### src/rtl/timer_counter.sv
// timer_counter: memory-mapped 32-bit down-counting timer.
// Three registers sit behind Addr[3:2]: CTRL (EN, MODE, IM), PRESET and the
// read-only COUNT. A bus write always wins over the timer state machine. A
// write cycle freezes the FSM, COUNT and the interrupt flag, so software
// sees a stable snapshot while it is updating the registers.
module timer_counter (
  input  logic        clk,
  input  logic        reset,
  input  logic [31:0] Addr,
  input  logic        WE,
  input  logic [31:0] Din,
  output logic [31:0] Dout,
  output logic        IRQ
);

  // Register indices within the 16-byte window (Addr[3:2]).
  localparam logic [1:0] ADDR_CTRL   = 2'd0;
  localparam logic [1:0] ADDR_PRESET = 2'd1;
  localparam logic [1:0] ADDR_COUNT  = 2'd2;
  localparam logic [1:0] ADDR_RSVD   = 2'd3;
  localparam int         NUM_REGS    = 4;

  // MODE encoding: only 00 is one-shot; every other value auto-reloads.
  localparam logic [1:0] MODE_ONE_SHOT = 2'b00;

  typedef enum logic [1:0] {
    S_IDLE = 2'd0,
    S_LOAD = 2'd1,
    S_CNT  = 2'd2,
    S_INT  = 2'd3
  } state_t;

  state_t      state_q, state_d;

  logic        ctrl_en_q, ctrl_en_d;
  logic [1:0]  ctrl_mode_q, ctrl_mode_d;
  logic        ctrl_im_q, ctrl_im_d;
  logic [31:0] preset_q, preset_d;
  logic [31:0] count_q, count_d;
  logic        irq_flag_q, irq_flag_d;

  // Address decode and write strobes.
  logic [1:0]          reg_sel;
  logic [NUM_REGS-1:0] sel_onehot;
  logic                wr_ctrl;
  logic                wr_preset;

  // FSM helpers.
  logic        fsm_active;
  logic        one_shot;
  logic        count_expired;
  logic [31:0] count_dec;
  logic        fsm_clear_en;

  // Read path.
  logic [31:0] rd_word [NUM_REGS];
  logic [31:0] ctrl_word;

  // Only Addr[3:2] selects a register; the bridge has already done the
  // window decode, so the remaining address bits are intentionally ignored.
  logic unused_addr_bits;
  assign unused_addr_bits = ^{Addr[31:4], Addr[1:0]};

  assign reg_sel = Addr[3:2];

  // One-hot register select, one decoder term per register slot.
  genvar gi;
  generate
    for (gi = 0; gi < NUM_REGS; gi++) begin : g_sel
      assign sel_onehot[gi] = (reg_sel == 2'(gi));
    end
  endgenerate

  // Writes to COUNT and to the reserved slot have no storage target. They
  // still freeze the FSM, because that freeze is keyed on WE alone.
  assign wr_ctrl   = WE & sel_onehot[ADDR_CTRL];
  assign wr_preset = WE & sel_onehot[ADDR_PRESET];

  // The state machine only advances on cycles without a bus write.
  assign fsm_active = ~WE;

  assign one_shot      = (ctrl_mode_q == MODE_ONE_SHOT);
  // COUNT <= 1 ends the run. PRESET = 0 and PRESET = 1 therefore both take
  // exactly one CNT cycle, and COUNT never wraps below zero.
  assign count_expired = (count_q <= 32'd1);
  assign count_dec     = count_q - 32'd1;

  // Next-state, COUNT and irq_flag: defaults hold everything, and the FSM
  // overrides them only on non-write cycles.
  always_comb begin
    state_d      = state_q;
    count_d      = count_q;
    irq_flag_d   = irq_flag_q;
    fsm_clear_en = 1'b0;
    if (fsm_active) begin
      case (state_q)
        S_IDLE: begin
          // Leaving IDLE is the only place a pending one-shot flag clears.
          if (ctrl_en_q) begin
            state_d    = S_LOAD;
            irq_flag_d = 1'b0;
          end
        end
        S_LOAD: begin
          count_d = preset_q;
          state_d = S_CNT;
        end
        S_CNT: begin
          if (!ctrl_en_q) begin
            // Disable freezes COUNT. A later enable reloads from PRESET.
            state_d = S_IDLE;
          end else if (count_expired) begin
            count_d    = 32'd0;
            irq_flag_d = 1'b1;
            state_d    = S_INT;
          end else begin
            count_d = count_dec;
          end
        end
        S_INT: begin
          state_d = S_IDLE;
          if (one_shot) begin
            // One-shot disarms itself and leaves the flag pending.
            fsm_clear_en = 1'b1;
          end else begin
            // Auto-reload: the flag is a single-cycle pulse. EN is still
            // set, so IDLE immediately starts the next period.
            irq_flag_d = 1'b0;
          end
        end
        default: begin
          state_d = S_IDLE;
        end
      endcase
    end
  end

  // CTRL and PRESET next values: a bus write has priority over the FSM's
  // self-clear of EN. The two can never coincide because the FSM is frozen
  // on write cycles.
  always_comb begin
    ctrl_en_d   = ctrl_en_q;
    ctrl_mode_d = ctrl_mode_q;
    ctrl_im_d   = ctrl_im_q;
    preset_d    = preset_q;
    if (wr_ctrl) begin
      ctrl_en_d   = Din[0];
      ctrl_mode_d = Din[2:1];
      ctrl_im_d   = Din[3];
    end else if (fsm_clear_en) begin
      ctrl_en_d = 1'b0;
    end
    if (wr_preset) begin
      preset_d = Din;
    end
  end

  // State and register storage with immediate asynchronous clear.
  always_ff @(posedge clk or posedge reset) begin
    if (reset) begin
      state_q     <= S_IDLE;
      ctrl_en_q   <= 1'b0;
      ctrl_mode_q <= 2'b00;
      ctrl_im_q   <= 1'b0;
      preset_q    <= 32'd0;
      count_q     <= 32'd0;
      irq_flag_q  <= 1'b0;
    end else begin
      state_q     <= state_d;
      ctrl_en_q   <= ctrl_en_d;
      ctrl_mode_q <= ctrl_mode_d;
      ctrl_im_q   <= ctrl_im_d;
      preset_q    <= preset_d;
      count_q     <= count_d;
      irq_flag_q  <= irq_flag_d;
    end
  end

  // Read words for each slot. The reserved slot always reads zero.
  assign ctrl_word             = {28'd0, ctrl_im_q, ctrl_mode_q, ctrl_en_q};
  assign rd_word[ADDR_CTRL]    = ctrl_word;
  assign rd_word[ADDR_PRESET]  = preset_q;
  assign rd_word[ADDR_COUNT]   = count_q;
  assign rd_word[ADDR_RSVD]    = 32'd0;

  // Combinational read mux, valid in the same cycle as Addr.
  always_comb begin
    Dout = rd_word[reg_sel];
  end

  // Masking only hides the interrupt. The flag itself stays pending.
  assign IRQ = ctrl_im_q & irq_flag_q;

endmodule

### config.mk
export PLATFORM = sky130hd
export DESIGN_NAME = timer_counter
export DESIGN_NICKNAME = d
export VERILOG_FILES = /design/src/rtl/timer_counter.sv
export SDC_FILE = /design/constraint.sdc
export NUM_CORES = 1
export LEC_CHECK = 0
export CAP_MARGIN = 0
export CORE_ASPECT_RATIO = 0.9
export CORE_UTILIZATION = 40
export DETAILED_ROUTE_END_ITERATION = 6
export MAX_ROUTING_LAYER = met4
export PLACE_DENSITY = 0.67
export SLEW_MARGIN = 25
export SYNTH_ARGS = -nofsm -noshare
export SYNTH_HDL_FRONTEND = slang
export SYNTH_SLANG_ARGS = --single-unit
### constraint.sdc
create_clock -name clk -period 3.3 [get_ports clk]
set_clock_uncertainty 0.2 [all_clocks]
set_input_delay 0.825 -clock clk [delete_from_list [all_inputs] [get_ports clk]]
set_output_delay 0.825 -clock clk [all_outputs]
set_load 0.05 [all_outputs]
==> results.toml <==
[status]
status = "finished clean"

[floorplan]
die_width_um = 108.9
dieArea_um2 = 10690
start_util = 0.4183
die_h_um = 98.17
core_area_um2 = 9827
fp-row-count = 34
ioPinCount = 100

[timing]
final-setup-viol-count = 0
finalSetupTns_ns = 0
worst_slack_ns = 0.1218
drv_slew = 0
hold_ws_ns = 0.3151
worstMarginPinSlew_ns = 0.7061
grt_setup_unrepaired = "no"
relSlewSlack = 0.5249
min_period_over_period = 0.9631
clock.fmax_ghz = 0.3146
hold_viol = 0
period_needed_ns = 3.178

[synthesis]
synth_area_per_cell_um2 = 10.00
yosysSeqAreaShare = 0.4323
ys.flop_type = "dfrtp_1"
yosysTopAreaCell = "dfrtp_1"
synth_top_family_by_area = "compound AO/OA/AOI/OAI gates"
synth_top_area_share = 0.4323
synth_simple_gate_area_share = 0.1817
syn_inst = 411
synth_warnings = 0
synth.area.mux_share = 0.1056
synth-edff-count = 0
synthAdderAreaFrac = 0.006088
async_flop_share = 1.000
synth_xor_area_frac = 0
synthDistinctLibCells = 55
synth_seq_cells = 71
synth_compound_area_frac = 0.2292
synth_area_um2 = 4110
synth_nets = 480
synth_area_leaders = "dfrtp_1 43%, a22o_1 7.5%, mux2_2 5.2%"

[min_path]
min_path_type = "register to register"

[setup_path]
crit_slowest_cell = "clkdlybuf4s50_1"
worstPathCellList = "clkdlybuf4s50_1 -> buf_4 -> nor2b_2 -> buf_4 -> a22o_1 -> buf_12"
critPathKind = "input pin to output port"
critPathLaunchType = "input pin"
critPathCaptureType = "output port"
critPathMaxStageDelay_ns = 0.41
cp_common_cell = "buf_4"
required_ns = 2.27
cp_num_buf_inv = 4
cp_max_fo = 13
cp_top_family = "buffers and inverters"
arrival_ns = 2.15

[power_and_ir_drop]
power_density_nw_per_um2 = 752.3
design_power_total_uw = 4280
p_leak_uw = 0.002339
peakVddDrop_uv = 421.9

[routing]
vias = 3778
routed_via_density = 6.143
firstDrtPassIters = 7
ant_nets = 0
wl_per_cell_um = 18.04
routed_wirelength_um = 11100
remaining_drc_errors = 0
drt-initial-drc-count = 234

[cts]
cts_tree = "yes"
cts.repair.resized = 0
cts.sinks = 71
worstSkewPairLatency_ns = 0.34
postCtsSetupBuffers = 0
cts_buffer_depth = 2
postCtsHoldBufs = 0
cts.clk_slew.worst_paths_ns = 0.05
cts_made_buffers = 9
root_buffer = "clkbuf_16"
htreeDepth = 3

[global_route]
met3_usage = 0.04606
grt-ovfl-total = 0
grt_max_degree = 45
grt_pass1_vias = 3734
antenna_found_initial = 0
grt_most_used_layer = "met2"
grt_use_total = 0.2316
use_met1 = 0.3108
grt_pass1_wl_um = 18660
grt_use_met2 = 0.3364

[run]
max_cap_viol_count = 0

[placed_design]
gp_congestion = 0.8617
post-dp-hpwl_um = 7650
port_buffers = 69
pre_cts_ws_ns = 0.1283

[finish]
num-fill-cells = 844
final_nets = 553
drive_gt1_frac = 0.2495
diodes = 0
syn_to_final_growth_pct = 38.42
## power breakdown
group          internal (uW)  switching [uW]
logic                    847             927
clock network            602             357
registers               1150             394
total                   2600            1680
## kinds of logic after synthesis
logic type	count (synthesis)
buffers and inverters	44
DFF	71
adders and majority gates	2
and+or+nand+nor	135
muxes	39
AOI/OAI and AO/OA	120
## sequential cells by signal, summed over array words and instances, names as in the netlist
name and count:
count_q 32, preset_q 32, ctrl_mode_q 2, state_q 2, ctrl_en_q 1, ctrl_im_q 1, irq_flag_q 1
## path summary, 6_finish.rpt
| check | startpoint | end | slack [ns] | cells past startpoint |
|---|---|---|---|---|
| max in group asynchronous | reset | count_q[14] | 1.54 | 3 |
| min | preset_q[27] | preset_q[27] | 0.32 | 1 |
| min reg2reg | preset_q[27] | preset_q[27] | 0.32 | 1 |
| min in group asynchronous | reset | preset_q[7] | 0.69 | 2 |
| max | Addr[2] | Dout[31] | 0.12 | 6 |
| max reg2reg | count_q[21] | count_q[11] | 0.55 | 6 |
## worst register-to-register path: cells and delay by family (launching register included)
family	cells	cell delay (ns)
AND/OR/NAND/NOR	3	1.29
AO/OA/AOI/OAI	2	0.39
buffers and inverters	1	0.27
flip-flops	1	0.47
## metrics by stage
stage,utilization,cell area [um^2],instances
6_report,0.5789,5689,615
5_1_grt,0.5789,5689,615
2_1_floorplan,-,4135,411
4_1_cts,0.5789,5689,615
3_3_place_gp,0.5493,5398,599
3_5_place_dp,0.5493,5398,599
## Yosys cell counts (all sizes together), types with 3 or more instances
library cell and count:
clkbuf 24, o41a 3, inv 9, a22o 35, or4 4, o21ai 14
nand2 36, nor3 19, o311ai 7, a21oi 7, dfrtp 71, nand2b 3
a31oi 5, or3 5, nor2b 3, and2 7, and4 3, mux2 35
o211ai 5, o31ai 13, and3 4, nor3b 3, o41ai 9, nor2 10
a22oi 4, nand4 5, o22ai 3, nand3 17, nor4 9, or2 3
buf 11, mux2i 4, a221o 6
## layer usage
metal,vias to the layer above,share of wire
li1,1757,-
met1,1837,0.45
met2,155,0.46
met3,29,0.067
met4,0,0.027
met5,-,0
## cells in the final DEF (no fill, tap or decap), types with 4 or more instances in the layout
master | synthesis | layout
buf_4 | 2 | 26
dfrtp_1 | 71 | 71
a31oi_1 | 5 | 5
clkbuf_16 | 0 | 9
or3_1 | 4 | 4
mux2_1 | 16 | 16
o21ai_1 | 5 | 9
a21oi_1 | 7 | 7
o311ai_0 | 4 | 4
nand2_1 | 36 | 36
o211ai_1 | 5 | 5
nor3_1 | 16 | 16
mux2_2 | 19 | 19
a22oi_1 | 4 | 4
and2_1 | 7 | 7
mux2i_1 | 4 | 4
a22o_1 | 35 | 15
and3_1 | 4 | 4
o41ai_1 | 9 | 9
o31ai_1 | 13 | 13
a221o_1 | 6 | 6
a22o_2 | 0 | 20
buf_12 | 0 | 34
nand3_1 | 17 | 17
nor4_1 | 9 | 9
inv_1 | 9 | 8
nor2_1 | 10 | 10
clkdlybuf4s50_1 | 0 | 37
o21ai_0 | 9 | 5
nand4_1 | 5 | 5
## final cells by class
cell class	instances	area, um^2	share of cell area
inverters	9	33.78	0.005938
clock buffers	12	246.5	0.04333
flip-flops and latches	71	1777	0.3123
well taps	126	157.7	0.02771
clock inverters	4	45.04	0.007917
repair buffers	97	1246	0.2190
multi-input cells	296	2183	0.3838
(Power assumes the default switching activity.)
